<file path="config.mk">
export PLATFORM = sky130hd
export DESIGN_NAME = timer_ctrl_flat
export DESIGN_NICKNAME = d
export VERILOG_FILES = /design/src/rtl/timer_pkg.sv /design/src/rtl/timer_ctrl_if.sv /design/src/rtl/timer_pin_sync.sv /design/src/rtl/timer_ctrl.sv /design/src/flat_wrapper.sv
export SDC_FILE = /design/constraint.sdc
export NUM_CORES = 1
export LEC_CHECK = 0
export ABC_CLOCK_PERIOD_IN_PS = 2600
export CAP_MARGIN = 20
export CORE_ASPECT_RATIO = 0.8
export CORE_MARGIN = 8
export CORE_UTILIZATION = 36
export CTS_BUF_LIST = sky130_fd_sc_hd__clkbuf_4 sky130_fd_sc_hd__clkbuf_8
export DETAILED_ROUTE_END_ITERATION = 8
export HOLD_SLACK_MARGIN = 0.06
export PLACE_DENSITY = 0.67
export SYNTH_ARGS = -nofsm -noshare
export SYNTH_HDL_FRONTEND = slang
export SYNTH_SLANG_ARGS = --single-unit
</file>
<file path="constraint.sdc">
create_clock -name clk -period 2.6 [get_ports clk]
set_clock_uncertainty 0.1 [all_clocks]
set_input_delay 0.26 -clock clk [delete_from_list [all_inputs] [get_ports clk]]
set_output_delay 0.26 -clock clk [all_outputs]
set_load 0.01 [all_outputs]
</file>
<file path="src/rtl/timer_pkg.sv">
// timer_pkg: shared constants for the 8051 timer/counter SFR controller.
//   - SFR addresses of TCON, TMOD, TL0, TL1, TH0, TH1
//   - TCON bit positions and TMOD per-nibble bit positions
//   - timer mode encodings (M1:M0)
//   - default machine-cycle divider
package timer_pkg;

    localparam logic [7:0] ADDR_TCON = 8'h88;
    localparam logic [7:0] ADDR_TMOD = 8'h89;
    localparam logic [7:0] ADDR_TL0  = 8'h8A;
    localparam logic [7:0] ADDR_TL1  = 8'h8B;
    localparam logic [7:0] ADDR_TH0  = 8'h8C;
    localparam logic [7:0] ADDR_TH1  = 8'h8D;

    localparam int unsigned TCON_TF1 = 7;
    localparam int unsigned TCON_TR1 = 6;
    localparam int unsigned TCON_TF0 = 5;
    localparam int unsigned TCON_TR0 = 4;
    localparam int unsigned TCON_IE1 = 3;
    localparam int unsigned TCON_IT1 = 2;
    localparam int unsigned TCON_IE0 = 1;
    localparam int unsigned TCON_IT0 = 0;

    // Bit positions inside one TMOD nibble {GATE, C/T, M1, M0}
    localparam int unsigned TMOD_GATE = 3;
    localparam int unsigned TMOD_CT   = 2;

    typedef enum logic [1:0] {
        MODE0 = 2'd0,
        MODE1 = 2'd1,
        MODE2 = 2'd2,
        MODE3 = 2'd3
    } timer_mode_e;

    localparam int unsigned CLK_DIV_DEFAULT = 12;

endpackage

</file>
<file path="src/rtl/timer_ctrl_if.sv">
// timer_ctrl_if: SFR bus between the CPU core and the timer controller.
//   sfr_addr  : SFR address
//   sfr_wr    : one-clk write strobe
//   sfr_wdata : write data
//   sfr_rdata : combinational read data (0 for unmapped addresses)
// Modports: master (CPU side), slave (timer_ctrl side).
interface timer_ctrl_if;

    logic [7:0] sfr_addr;
    logic       sfr_wr;
    logic [7:0] sfr_wdata;
    logic [7:0] sfr_rdata;

    modport master (
        output sfr_addr,
        output sfr_wr,
        output sfr_wdata,
        input  sfr_rdata
    );

    modport slave (
        input  sfr_addr,
        input  sfr_wr,
        input  sfr_wdata,
        output sfr_rdata
    );

endinterface

</file>
<file path="src/rtl/timer_pin_sync.sv">
// timer_pin_sync: multi-flop synchronizer for one asynchronous pin plus a
// registered falling-edge detect.
//   clk, rst_n : clock, synchronous active-low reset
//   pin        : asynchronous input
//   sync       : synchronized pin value (last stage)
//   fall       : high for one clk when sync goes 1 -> 0
// All flops reset to RESET_VAL so an idle pin produces no edge after reset.
module timer_pin_sync #(
    parameter int unsigned SYNC_STAGES = 2,
    parameter logic        RESET_VAL   = 1'b0
) (
    input  logic clk,
    input  logic rst_n,
    input  logic pin,
    output logic sync,
    output logic fall
);

    logic [SYNC_STAGES-1:0] stages;
    logic                   prev;

    always_ff @(posedge clk) begin
        if (!rst_n) begin
            stages <= {SYNC_STAGES{RESET_VAL}};
            prev   <= RESET_VAL;
        end else begin
            stages[0] <= pin;
            for (int unsigned i = 1; i < SYNC_STAGES; i++) begin
                stages[i] <= stages[i-1];
            end
            prev <= stages[SYNC_STAGES-1];
        end
    end

    assign sync = stages[SYNC_STAGES-1];
    assign fall = prev & ~sync;

endmodule

</file>
<file path="src/rtl/timer_ctrl.sv">
// timer_ctrl: SFR-side controller for the two 8051 timer/counter datapaths.
// Holds TMOD, TCON, TH0/TL0/TH1/TL1, generates the machine-cycle tick, gates
// each datapath's run, commits datapath next-values and manages TF0/TF1.
// Ports:
//   clk, rst_n                 clock, synchronous active-low reset
//   sfr                        SFR bus (timer_ctrl_if.slave)
//   t0_pin, t1_pin             async external count inputs
//   int0_n, int1_n             async external interrupt / gate pins
//   tX_run, tX_mode            run enable and {C/T, M1, M0} to datapath X
//   tX_cnt_sig                 synchronized count pin to datapath X
//   tX_th, tX_tl               current count registers
//   tX_th_nxt, tX_tl_nxt       datapath next values
//   tX_ovf                     datapath terminal-count flag
//   irq_t0/1, ack_t0/1         timer interrupt request / acknowledge
// Optional macro TIMER_EXT_INT_EN: enables TCON[3:0] = {IE1, IT1, IE0, IT0}
// and adds ports ack_ex0/1 (in) and irq_ex0/1 (out).
module timer_ctrl
    import timer_pkg::*;
#(
    parameter int unsigned CLK_DIV     = CLK_DIV_DEFAULT,
    parameter int unsigned SYNC_STAGES = 2
) (
    input  logic         clk,
    input  logic         rst_n,
    timer_ctrl_if.slave  sfr,
    input  logic         t0_pin,
    input  logic         t1_pin,
    input  logic         int0_n,
    input  logic         int1_n,
    output logic         t0_run,
    output logic [2:0]   t0_mode,
    output logic         t0_cnt_sig,
    output logic [7:0]   t0_th,
    output logic [7:0]   t0_tl,
    input  logic [7:0]   t0_th_nxt,
    input  logic [7:0]   t0_tl_nxt,
    input  logic         t0_ovf,
    output logic         t1_run,
    output logic [2:0]   t1_mode,
    output logic         t1_cnt_sig,
    output logic [7:0]   t1_th,
    output logic [7:0]   t1_tl,
    input  logic [7:0]   t1_th_nxt,
    input  logic [7:0]   t1_tl_nxt,
    input  logic         t1_ovf,
    output logic         irq_t0,
    output logic         irq_t1,
    input  logic         ack_t0,
    input  logic         ack_t1
`ifdef TIMER_EXT_INT_EN
    ,
    input  logic         ack_ex0,
    input  logic         ack_ex1,
    output logic         irq_ex0,
    output logic         irq_ex1
`endif
);

    localparam logic [7:0] PRE_LAST = 8'(CLK_DIV - 1);

    logic [7:0] tmod;
    logic [1:0] tr;
    logic [1:0] tf;
    logic [7:0] th [2];
    logic [7:0] tl [2];
    logic [7:0] pre_cnt;
    logic       tick;

    logic [7:0] th_nxt [2];
    logic [7:0] tl_nxt [2];
    logic [3:0] nib    [2];
    logic [1:0] ovf;
    logic [1:0] ack;
    logic [1:0] int_sync_n;
    logic [1:0] run;
    logic [1:0] commit;

    logic       wr_tcon;
    logic       wr_tmod;
    logic [1:0] wr_th;
    logic [1:0] wr_tl;
    logic [1:0] wr_tf_val;
    logic [1:0] wr_tr_val;
    logic [3:0] tcon_lo;

    assign th_nxt[0] = t0_th_nxt;
    assign th_nxt[1] = t1_th_nxt;
    assign tl_nxt[0] = t0_tl_nxt;
    assign tl_nxt[1] = t1_tl_nxt;
    assign nib[0]    = tmod[3:0];
    assign nib[1]    = tmod[7:4];
    assign ovf       = {t1_ovf, t0_ovf};
    assign ack       = {ack_t1, ack_t0};

    assign wr_tcon   = sfr.sfr_wr && (sfr.sfr_addr == ADDR_TCON);
    assign wr_tmod   = sfr.sfr_wr && (sfr.sfr_addr == ADDR_TMOD);
    assign wr_th     = {sfr.sfr_wr && (sfr.sfr_addr == ADDR_TH1),
                        sfr.sfr_wr && (sfr.sfr_addr == ADDR_TH0)};
    assign wr_tl     = {sfr.sfr_wr && (sfr.sfr_addr == ADDR_TL1),
                        sfr.sfr_wr && (sfr.sfr_addr == ADDR_TL0)};
    assign wr_tf_val = {sfr.sfr_wdata[TCON_TF1], sfr.sfr_wdata[TCON_TF0]};
    assign wr_tr_val = {sfr.sfr_wdata[TCON_TR1], sfr.sfr_wdata[TCON_TR0]};

    // ---------------------------------------------------------------
    // Pin synchronizers: count pins idle low, interrupt pins idle high
    // ---------------------------------------------------------------
`ifdef TIMER_EXT_INT_EN
    logic [1:0] int_fall;
`endif

    timer_pin_sync #(.SYNC_STAGES(SYNC_STAGES), .RESET_VAL(1'b0)) u_sync_t0 (
        .clk(clk), .rst_n(rst_n), .pin(t0_pin), .sync(t0_cnt_sig), .fall()
    );

    timer_pin_sync #(.SYNC_STAGES(SYNC_STAGES), .RESET_VAL(1'b0)) u_sync_t1 (
        .clk(clk), .rst_n(rst_n), .pin(t1_pin), .sync(t1_cnt_sig), .fall()
    );

    timer_pin_sync #(.SYNC_STAGES(SYNC_STAGES), .RESET_VAL(1'b1)) u_sync_int0 (
        .clk(clk), .rst_n(rst_n), .pin(int0_n), .sync(int_sync_n[0]),
`ifdef TIMER_EXT_INT_EN
        .fall(int_fall[0])
`else
        .fall()
`endif
    );

    timer_pin_sync #(.SYNC_STAGES(SYNC_STAGES), .RESET_VAL(1'b1)) u_sync_int1 (
        .clk(clk), .rst_n(rst_n), .pin(int1_n), .sync(int_sync_n[1]),
`ifdef TIMER_EXT_INT_EN
        .fall(int_fall[1])
`else
        .fall()
`endif
    );

    // ---------------------------------------------------------------
    // Machine-cycle prescaler: free-running, independent of TRx
    // ---------------------------------------------------------------
    assign tick = (pre_cnt == PRE_LAST);

    always_ff @(posedge clk) begin
        if (!rst_n) begin
            pre_cnt <= '0;
        end else if (tick) begin
            pre_cnt <= '0;
        end else begin
            pre_cnt <= pre_cnt + 8'd1;
        end
    end

    // ---------------------------------------------------------------
    // Run gating and commit enable (mode 3 treated as stopped)
    // ---------------------------------------------------------------
    always_comb begin
        run    = '0;
        commit = '0;
        for (int unsigned i = 0; i < 2; i++) begin
            run[i] = tr[i] & (~nib[i][TMOD_GATE] | ~int_sync_n[i]) &
                     (timer_mode_e'(nib[i][1:0]) != MODE3);
            commit[i] = run[i] & (nib[i][TMOD_CT] | tick);
        end
    end

    // ---------------------------------------------------------------
    // SFR state. A byte write wins over commit for that byte only;
    // overflow set wins over both ack and a software write to TF.
    // ---------------------------------------------------------------
    always_ff @(posedge clk) begin
        if (!rst_n) begin
            tmod <= '0;
            tr   <= '0;
            tf   <= '0;
            for (int unsigned i = 0; i < 2; i++) begin
                th[i] <= '0;
                tl[i] <= '0;
            end
        end else begin
            if (wr_tmod) begin
                tmod <= sfr.sfr_wdata;
            end
            if (wr_tcon) begin
                tr <= wr_tr_val;
            end
            for (int unsigned i = 0; i < 2; i++) begin
                if (wr_th[i]) begin
                    th[i] <= sfr.sfr_wdata;
                end else if (commit[i]) begin
                    th[i] <= th_nxt[i];
                end
                if (wr_tl[i]) begin
                    tl[i] <= sfr.sfr_wdata;
                end else if (commit[i]) begin
                    tl[i] <= tl_nxt[i];
                end
                if (commit[i] && ovf[i]) begin
                    tf[i] <= 1'b1;
                end else if (ack[i]) begin
                    tf[i] <= 1'b0;
                end else if (wr_tcon) begin
                    tf[i] <= wr_tf_val[i];
                end
            end
        end
    end

    // ---------------------------------------------------------------
    // External interrupt flags (optional)
    // ---------------------------------------------------------------
`ifdef TIMER_EXT_INT_EN
    logic [1:0] ie;
    logic [1:0] it;
    logic [1:0] ack_ex;
    logic [1:0] wr_ie_val;
    logic [1:0] wr_it_val;

    assign ack_ex    = {ack_ex1, ack_ex0};
    assign wr_ie_val = {sfr.sfr_wdata[TCON_IE1], sfr.sfr_wdata[TCON_IE0]};
    assign wr_it_val = {sfr.sfr_wdata[TCON_IT1], sfr.sfr_wdata[TCON_IT0]};

    always_ff @(posedge clk) begin
        if (!rst_n) begin
            ie <= '0;
            it <= '0;
        end else begin
            if (wr_tcon) begin
                it <= wr_it_val;
            end
            for (int unsigned i = 0; i < 2; i++) begin
                if (it[i]) begin
                    if (int_fall[i]) begin
                        ie[i] <= 1'b1;
                    end else if (ack_ex[i]) begin
                        ie[i] <= 1'b0;
                    end else if (wr_tcon) begin
                        ie[i] <= wr_ie_val[i];
                    end
                end else begin
                    // Level mode: flag mirrors the synchronized pin level.
                    ie[i] <= ~int_sync_n[i];
                end
            end
        end
    end

    assign tcon_lo = {ie[1], it[1], ie[0], it[0]};
    assign irq_ex0 = ie[0];
    assign irq_ex1 = ie[1];
`else
    assign tcon_lo = '0;
`endif

    // ---------------------------------------------------------------
    // SFR read mux
    // ---------------------------------------------------------------
    always_comb begin
        sfr.sfr_rdata = '0;
        case (sfr.sfr_addr)
            ADDR_TCON: sfr.sfr_rdata = {tf[1], tr[1], tf[0], tr[0], tcon_lo};
            ADDR_TMOD: sfr.sfr_rdata = tmod;
            ADDR_TL0:  sfr.sfr_rdata = tl[0];
            ADDR_TL1:  sfr.sfr_rdata = tl[1];
            ADDR_TH0:  sfr.sfr_rdata = th[0];
            ADDR_TH1:  sfr.sfr_rdata = th[1];
            default:   sfr.sfr_rdata = '0;
        endcase
    end

    assign t0_run  = run[0];
    assign t1_run  = run[1];
    assign t0_mode = tmod[2:0];
    assign t1_mode = tmod[6:4];
    assign t0_th   = th[0];
    assign t0_tl   = tl[0];
    assign t1_th   = th[1];
    assign t1_tl   = tl[1];
    assign irq_t0  = tf[0];
    assign irq_t1  = tf[1];

endmodule

</file>
<file path="src/flat_wrapper.sv">
// flat-port wrapper written by rule: the top's interface ports become plain ports
module timer_ctrl_flat import timer_pkg::*;
#(
    parameter int unsigned CLK_DIV     = CLK_DIV_DEFAULT,
    parameter int unsigned SYNC_STAGES = 2
)
  (clk, rst_n, t0_pin, t1_pin, int0_n, int1_n, t0_run, t0_mode, t0_cnt_sig, t0_th, t0_tl, t0_th_nxt, t0_tl_nxt, t0_ovf, t1_run, t1_mode, t1_cnt_sig, t1_th, t1_tl, t1_th_nxt, t1_tl_nxt, t1_ovf, irq_t0, irq_t1, ack_t0, ack_t1, sfr_sfr_addr, sfr_sfr_wr, sfr_sfr_wdata, sfr_sfr_rdata);
  timer_ctrl_if sfr_i ();
  input  logic clk;
  input  logic rst_n;
  input  logic t0_pin;
  input  logic t1_pin;
  input  logic int0_n;
  input  logic int1_n;
  output logic t0_run;
  output logic [2:0] t0_mode;
  output logic t0_cnt_sig;
  output logic [7:0] t0_th;
  output logic [7:0] t0_tl;
  input  logic [7:0] t0_th_nxt;
  input  logic [7:0] t0_tl_nxt;
  input  logic t0_ovf;
  output logic t1_run;
  output logic [2:0] t1_mode;
  output logic t1_cnt_sig;
  output logic [7:0] t1_th;
  output logic [7:0] t1_tl;
  input  logic [7:0] t1_th_nxt;
  input  logic [7:0] t1_tl_nxt;
  input  logic t1_ovf;
  output logic irq_t0;
  output logic irq_t1;
  input  logic ack_t0;
  input  logic ack_t1;
  input wire logic [$bits(sfr_i.sfr_addr)-1:0] sfr_sfr_addr;
  input wire logic [$bits(sfr_i.sfr_wr)-1:0] sfr_sfr_wr;
  input wire logic [$bits(sfr_i.sfr_wdata)-1:0] sfr_sfr_wdata;
  output wire logic [$bits(sfr_i.sfr_rdata)-1:0] sfr_sfr_rdata;
  assign sfr_i.sfr_addr = sfr_sfr_addr;
  assign sfr_i.sfr_wr = sfr_sfr_wr;
  assign sfr_i.sfr_wdata = sfr_sfr_wdata;
  assign sfr_sfr_rdata = sfr_i.sfr_rdata;
  timer_ctrl #(.CLK_DIV(CLK_DIV), .SYNC_STAGES(SYNC_STAGES)) u_core (.clk(clk), .rst_n(rst_n), .sfr(sfr_i), .t0_pin(t0_pin), .t1_pin(t1_pin), .int0_n(int0_n), .int1_n(int1_n), .t0_run(t0_run), .t0_mode(t0_mode), .t0_cnt_sig(t0_cnt_sig), .t0_th(t0_th), .t0_tl(t0_tl), .t0_th_nxt(t0_th_nxt), .t0_tl_nxt(t0_tl_nxt), .t0_ovf(t0_ovf), .t1_run(t1_run), .t1_mode(t1_mode), .t1_cnt_sig(t1_cnt_sig), .t1_th(t1_th), .t1_tl(t1_tl), .t1_th_nxt(t1_th_nxt), .t1_tl_nxt(t1_tl_nxt), .t1_ovf(t1_ovf), .irq_t0(irq_t0), .irq_t1(irq_t1), .ack_t0(ack_t0), .ack_t1(ack_t1));
endmodule
</file>
==> metrics <==
post-place setup slack -0.185 ns; max_cap viols 0; fin util 55.8%; Distinct cells, synth 52; Final min period 2.56 ns; Layout area overhead 53.1%; placed insts 497; core box area 8370 um^2; power per cell area 512 nW/um^2; critical path fanouts, max 7; clock buffer count from CTS 9; CTS tree yes; drt wl/cell 19.0 um; initial antenna violation count 0; Setup Fix Bufs, Post-CTS 0; Finished Layout Cells 513; CTS sink count 60; unrepaired setup endpoints after global routing false; Clk pwr share 44.7%; Syn Nets 328; critical path launch point type primary input; Tcrit/Tclk final 98.6%; Comb pwr share 11.6%; GRT Util Overall 17.0%; largest net degree at the start of global routing 26; I/O Buffers 110; Critical Path End Type output port; Final WS setup 0.0358 ns; die area 11700 um^2; initial cell density of the core 36.5%; Slew Viols, Final 0; crit path DAT 2.20 ns; Clock transition at path regs 0.06 ns; drt drc 0; Synth Flop Type edfxtp_1; WS Path Type in2out; final net count 456; Vias 2649; Switch Pwr 0.503 mW; outcome finished, final reports clean; Post-Syn Area 3050 um^2; yosys warns 0; Skew-Pair Late Insertion Delay 0.35 ns; cell-internal power 1.89 mW; Clock Path Buffers 2; area leader, netlist edfxtp_1; Placed Area 4410 um^2; number of diodes 0; global-route wire length before repair 15.3 mm; Detailed Route WL 9.73 mm; worst endpoint required time 2.24 ns; First-pass DRT Iterations 4; switching share of power 21.0%; Worst VDD drop 0.270 mV; worst slew pin tran 0.924 ns; Post-synth EDFFs 32; Avg Cell Area, Syn 11.4 um^2; Placer Congestion 0.828; max_slew headroom 38.0%; Seq pwr share 43.7%; H-tree level count 3; vias per cell 5.16; row count 30; leakage power 1.87 nW; Hold Worst Slack 0.309 ns; vias in the first global route 2848; sequential fraction of the synthesis area 49.9%; Final Cell Area 4670 um^2; async set-reset flop share out of synthesis 0%; number of synthesized register bits 60; Root Driver clkbuf_8; post-synth top area share 31.5%; Die Wd 119 um; die span in y 98.4 um; drt first-iter violations 171; hpwl dp 7.77 mm; ANT nets after route 0; final hold vios 0; fmax 390 MHz; GRT Residual Overflow 0; worst hold path type reg2reg; Cells after Synth 268; share of post-route cells with drive strength above 1 17.5%; # IOs 111; Synth area leaders edfxtp_1, dfxtp_1, mux2i_1, nor2_1, mux2_2; endpoints failing setup 0
[cells in the final DEF (no fill, tap or decap), drive strengths merged, types with 4 or more instances in the layout]
| cell | count |
|---|---|
| buf | 23 |
| mux2i | 24 |
| o2bb2ai | 4 |
| mux2 | 8 |
| dfxtp | 28 |
| o22ai | 4 |
| a2bb2o | 8 |
| a32o | 8 |
| nor2 | 32 |
| a21oi | 5 |
| o21ai | 10 |
| edfxtp | 32 |
| and2 | 5 |
| nand2b | 6 |
| inv | 7 |
| clkdlybuf4s50 | 103 |
| dlygate4sd2 | 5 |
| clkbuf | 12 |
| nand2 | 22 |
| mux4 | 4 |
[critical path, cell delays in order]
cell	delay [ns]
clkdlybuf4s50_1	0.43
or4b_4	0.54
buf_4	0.18
o22ai_1	0.21
clkdlybuf4s50_1	0.58
[final cells by class]
cell class	count	area, um^2
clock inverter	4	95.1
sequential	60	1520
fill	744	3700
tap	112	140
clock buffer	12	159
inverter	7	26.3
timing repair buffer	133	1310
multi-input combinational	185	1420
[routing by layer]
layer / wire, um / global-route usage, % / vias to the layer above
li1: - / - / 1255
met2: 4490 / 26.2 / 120
met1: 4080 / 20.5 / 1263
met3: 1040 / 7.96 / 11
met4: 119 / 5.53 / 0
met5: 0 / 0 / -
[repair_timing]
item | 4_1_cts | 5_1_grt
setup endpoints to repair | 4 | 10
resized for setup | 6 | 3
hold buffers | 0 | 0
[power by group through the flow]
| stage | Clock (mW) | Combinational [mW] | Sequential (mW) |
|---|---|---|---|
| floorplan | 0 | 0.0775 | 1.07 |
| global placement | 0 | 0.277 | 1.07 |
| CTS | 1.09 | 0.281 | 1.05 |
| detailed placement | 0 | 0.279 | 1.07 |
| global route | 1.13 | 0.296 | 1.05 |
| finish | 1.07 | 0.278 | 1.05 |
[cells in the mapped netlist (3+ instances only)]
| cell type | instances |
|---|---|
| a21oi_1 | 5 |
| a2bb2o_1 | 8 |
| a32o_1 | 8 |
| and2_1 | 5 |
| buf_4 | 6 |
| clkbuf_1 | 5 |
| dfxtp_1 | 28 |
| edfxtp_1 | 32 |
| inv_1 | 7 |
| mux2_2 | 8 |
| mux2i_1 | 24 |
| mux4_2 | 4 |
| nand2_1 | 22 |
| nand2b_1 | 6 |
| nand3_1 | 3 |
| nand3b_1 | 3 |
| nor2_1 | 31 |
| o21ai_2 | 8 |
| o22ai_1 | 4 |
| o2bb2ai_1 | 4 |
| or3_1 | 3 |
| xnor2_1 | 3 |
| xor2_1 | 3 |
[worst paths after layout]
| path | startpoint | end | slack [ns] | cells after the start |
|---|---|---|---|---|
| max | sfr_sfr_addr[5] | sfr_sfr_rdata[0] | 0.04 | 5 |
| min | u_core.u_sync_int1.stages[0] | u_core.u_sync_int1.stages[1] | 0.31 | 1 |
| max reg2reg | u_core.pre_cnt[0] | u_core.tl[0][6] | 0.21 | 6 |
| min reg2reg | u_core.u_sync_int1.stages[0] | u_core.u_sync_int1.stages[1] | 0.31 | 1 |
[flip-flops by register name, indices dropped and copies added (netlist names)]
signal / flops
u_core.u_sync_t0.stages: 2
u_core.u_sync_t1.stages: 2
u_core.u_sync_int1.stages: 2
u_core.pre_cnt: 8
u_core.tmod: 8
u_core.th: 16
u_core.u_sync_int0.stages: 2
u_core.tf: 2
u_core.tr: 2
u_core.tl: 16
[kinds of logic after synthesis]
logic type / synth area share [%]
buf+inv: 3.90
fa+ha+maj: 0.410
flops: 49.9
mux: 13.8
simple gates: 16.3
xor+xnor: 1.72
compound gates: 14.0
[metrics by stage]
stage,TNS [ns],power (mW)
6_report,0,2.39
5_1_grt,0,2.48
4_1_cts,0,2.41
3_5_place_dp,-0.809,1.35
3_3_place_gp,-0.556,1.34
2_1_floorplan,0,1.15
No activity file was read; power rests on OpenSTA's default activity.
==> RTL change (same flow settings) <==
`SYNC_STAGES` is set to 2 in 3 places; all go to 1.
--- a/src/rtl/timer_pin_sync.sv
+++ b/src/rtl/timer_pin_sync.sv
@@ -6,7 +6,7 @@
 //   fall       : high for one clk when sync goes 1 -> 0
 // All flops reset to RESET_VAL so an idle pin produces no edge after reset.
 module timer_pin_sync #(
-    parameter int unsigned SYNC_STAGES = 2,
+    parameter int unsigned SYNC_STAGES = 1,
     parameter logic        RESET_VAL   = 1'b0
 ) (
     input  logic clk,
--- a/src/rtl/timer_ctrl.sv
+++ b/src/rtl/timer_ctrl.sv
@@ -18,7 +18,7 @@
     import timer_pkg::*;
 #(
     parameter int unsigned CLK_DIV     = CLK_DIV_DEFAULT,
-    parameter int unsigned SYNC_STAGES = 2
+    parameter int unsigned SYNC_STAGES = 1
 ) (
     input  logic         clk,
     input  logic         rst_n,
--- a/src/flat_wrapper.sv
+++ b/src/flat_wrapper.sv
@@ -2,7 +2,7 @@
 module timer_ctrl_flat import timer_pkg::*;
 #(
     parameter int unsigned CLK_DIV     = CLK_DIV_DEFAULT,
-    parameter int unsigned SYNC_STAGES = 2
+    parameter int unsigned SYNC_STAGES = 1
 )
   (clk, rst_n, t0_pin, t1_pin, int0_n, int1_n, t0_run, t0_mode, t0_cnt_sig, t0_th, t0_tl, t0_th_nxt, t0_tl_nxt, t0_ovf, t1_run, t1_mode, t1_cnt_sig, t1_th, t1_tl, t1_th_nxt, t1_tl_nxt, t1_ovf, irq_t0, irq_t1, ack_t0, ack_t1, sfr_sfr_addr, sfr_sfr_wr, sfr_sfr_wdata, sfr_sfr_rdata);
   timer_ctrl_if sfr_i ();
Function: changed (a bounded check fails within 4 cycles, from zero or initial values and one cycle with rst_n low).
==> RTL change against the original RTL <==
  * Count of clock-buffer cells in the layout fell by 5
  * Total power fell by 26%
  * Global-route usage rose by 1.8 points
  * Setup slack improved by 0.041 ns
  * Synthesized cell count rose by 12%
  * Sequential cell count fell by 4
  * Wire length rose by 14%
  * Cell area fell by 4.9%
  * Synthesized area fell by 0.37%
  * Largest cell class is now multi-input gates
==> RTL change: results (changes against the original RTL) <==
- The placer's final routability congestion estimate is 0.860 (+3.9%).
- The area used by multi-input combinational logic is 1470 um2 (+3.3%).
- The source-to-sink clock delay at the later pin of the worst-skew pair is 0.31 ns (-0.04 ns).
- In the post-synthesis netlist, the biggest area contributors are edfxtp_1 32%, dfxtp_1 16%, nor2_1 6.4%.
- The worst-case vdd ir drop was 0.222 mV (-18%).
- The placement-stage worst setup slack came to 0.0465 ns (+0.231 ns).
- The number of inserted filler cells in the final layout came to 741 (-0.40%).
- The number of DRC markers after the initial detailed-route iteration was 229 (+34%).
- By count the netlist is led by 52 x nor2_1, 32 x edfxtp_1, 25 x nand2_1, 24 x dfxtp_1, 19 x a21oi_1.
- The flow ran to the end, and the final reports show no timing, DRC or antenna violations.
- The pin count of the biggest net entering global routing is 29 (+12%).
- The number of global-route vias before repair is 3083 (+8.3%).
- The post-placement cell area came to 4340 um2 (-1.6%).
- The number of standard cells in the layout, taps in and fillers out is 531 (+3.5%).
- The met2 routed wirelength is 5140 um (+14%).
- The fraction of layout cells with a size suffix above 1 is 0.134 (-0.0409).
- The final net count is 478 (+4.8%).
- The worst hold path begins at u_core.pre_cnt[0].
- The count of cell types in the netlist is 50 (-3.8%).
- The count of cells resized by post-cts repair is 0 (-6).
- The overall fraction of global-route tracks in use is 0.188 (+0.0177).
- The wire length of the first global-routing pass was 17100 um (+12%).
- The iteration count of the initial detailed-routing pass is 5 (+1).
- The internal reg-to-reg setup slack is 0.31 ns (+0.10 ns).
- The fraction of synthesized cell area in xor and xnor cells is 0.0173 (+0.0000638).
- The clock buffer count from CTS is 5 (-4).
- The proportion of synthesized area in mux cells came to 0.126 (-0.0114).
- The top achievable clock speed came to 0.396 GHz (+1.6%).
- The data arrival time of the critical path was 2.16 ns (-0.04 ns).
- The beginning of the critical path is sfr_sfr_addr[2].
- The register area share after synthesis came to 0.474 (-0.0245).
- The average footprint of a synthesized cell is 10.1 um2 (-11%).
- The reg-to-reg critical path endpoint is u_core.tl[1][3].
- The most critical setup path has its endpoint at sfr_sfr_rdata[4].
- The leakage power figure was 1.67 nW (-11%).
- The final hold slack is 0.345 ns (+0.0360 ns).
- The count of placed standard cells including taps came to 523 (+5.2%).
- The reported combinational group power was 0.298 mW (+7.2%).
- The number of vias per cell after detailed routing is 5.60 (+8.5%).
- The switching share of power is 0.247 (+0.0369).
- The net count after synthesis is 361 (+10%).
- The met1 wire length is 4770 um (+17%).
- The power in the clock group is 0.503 mW (-53%).
- The share of the synthesized area in the top cell type came to 0.316 (+0.00117).
- The synthesized-area fraction occupied by adder cells is 0.00412 (+0.0000152).
- The routed wire length came to 11100 um (+14%).
- The path with the worst hold slack has its endpoint at u_core.pre_cnt[0].
- The complex-gate fraction of the synthesized area came to 0.160 (+0.0199).
[RTL change: cell count changes in the layout (fill, tap and decap cells not counted), moves of 7 or more]
cell / change
a32oi_1: +8
o21ai_2: -8
a21oi_1: +14
mux2_2: +7
mux2i_1: -7
nor2_1: +20
a32o_1: -8
a22oi_1: +10
a2bb2o_1: -8
[RTL change: area by class of cell]
cell class / instances / area share
Tap cell: 112 / 0.0315
Sequential cell: 56 / 0.324
Multi-Input combinational cell: 219 / 0.331
Clock inverter: 1 / 0.00197
Inverter: 4 / 0.00338
Clock buffer: 7 / 0.0189
Timing Repair Buffer: 132 / 0.289
[RTL change: routing by layer]
| layer | global-route usage | up-vias |
|---|---|---|
| li1 | - | 1350 |
| met3 | 0.0502 | 15 |
| met2 | 0.302 | 185 |
| met1 | 0.246 | 1425 |
| met5 | 0 | - |
| met4 | 0.0407 | 0 |
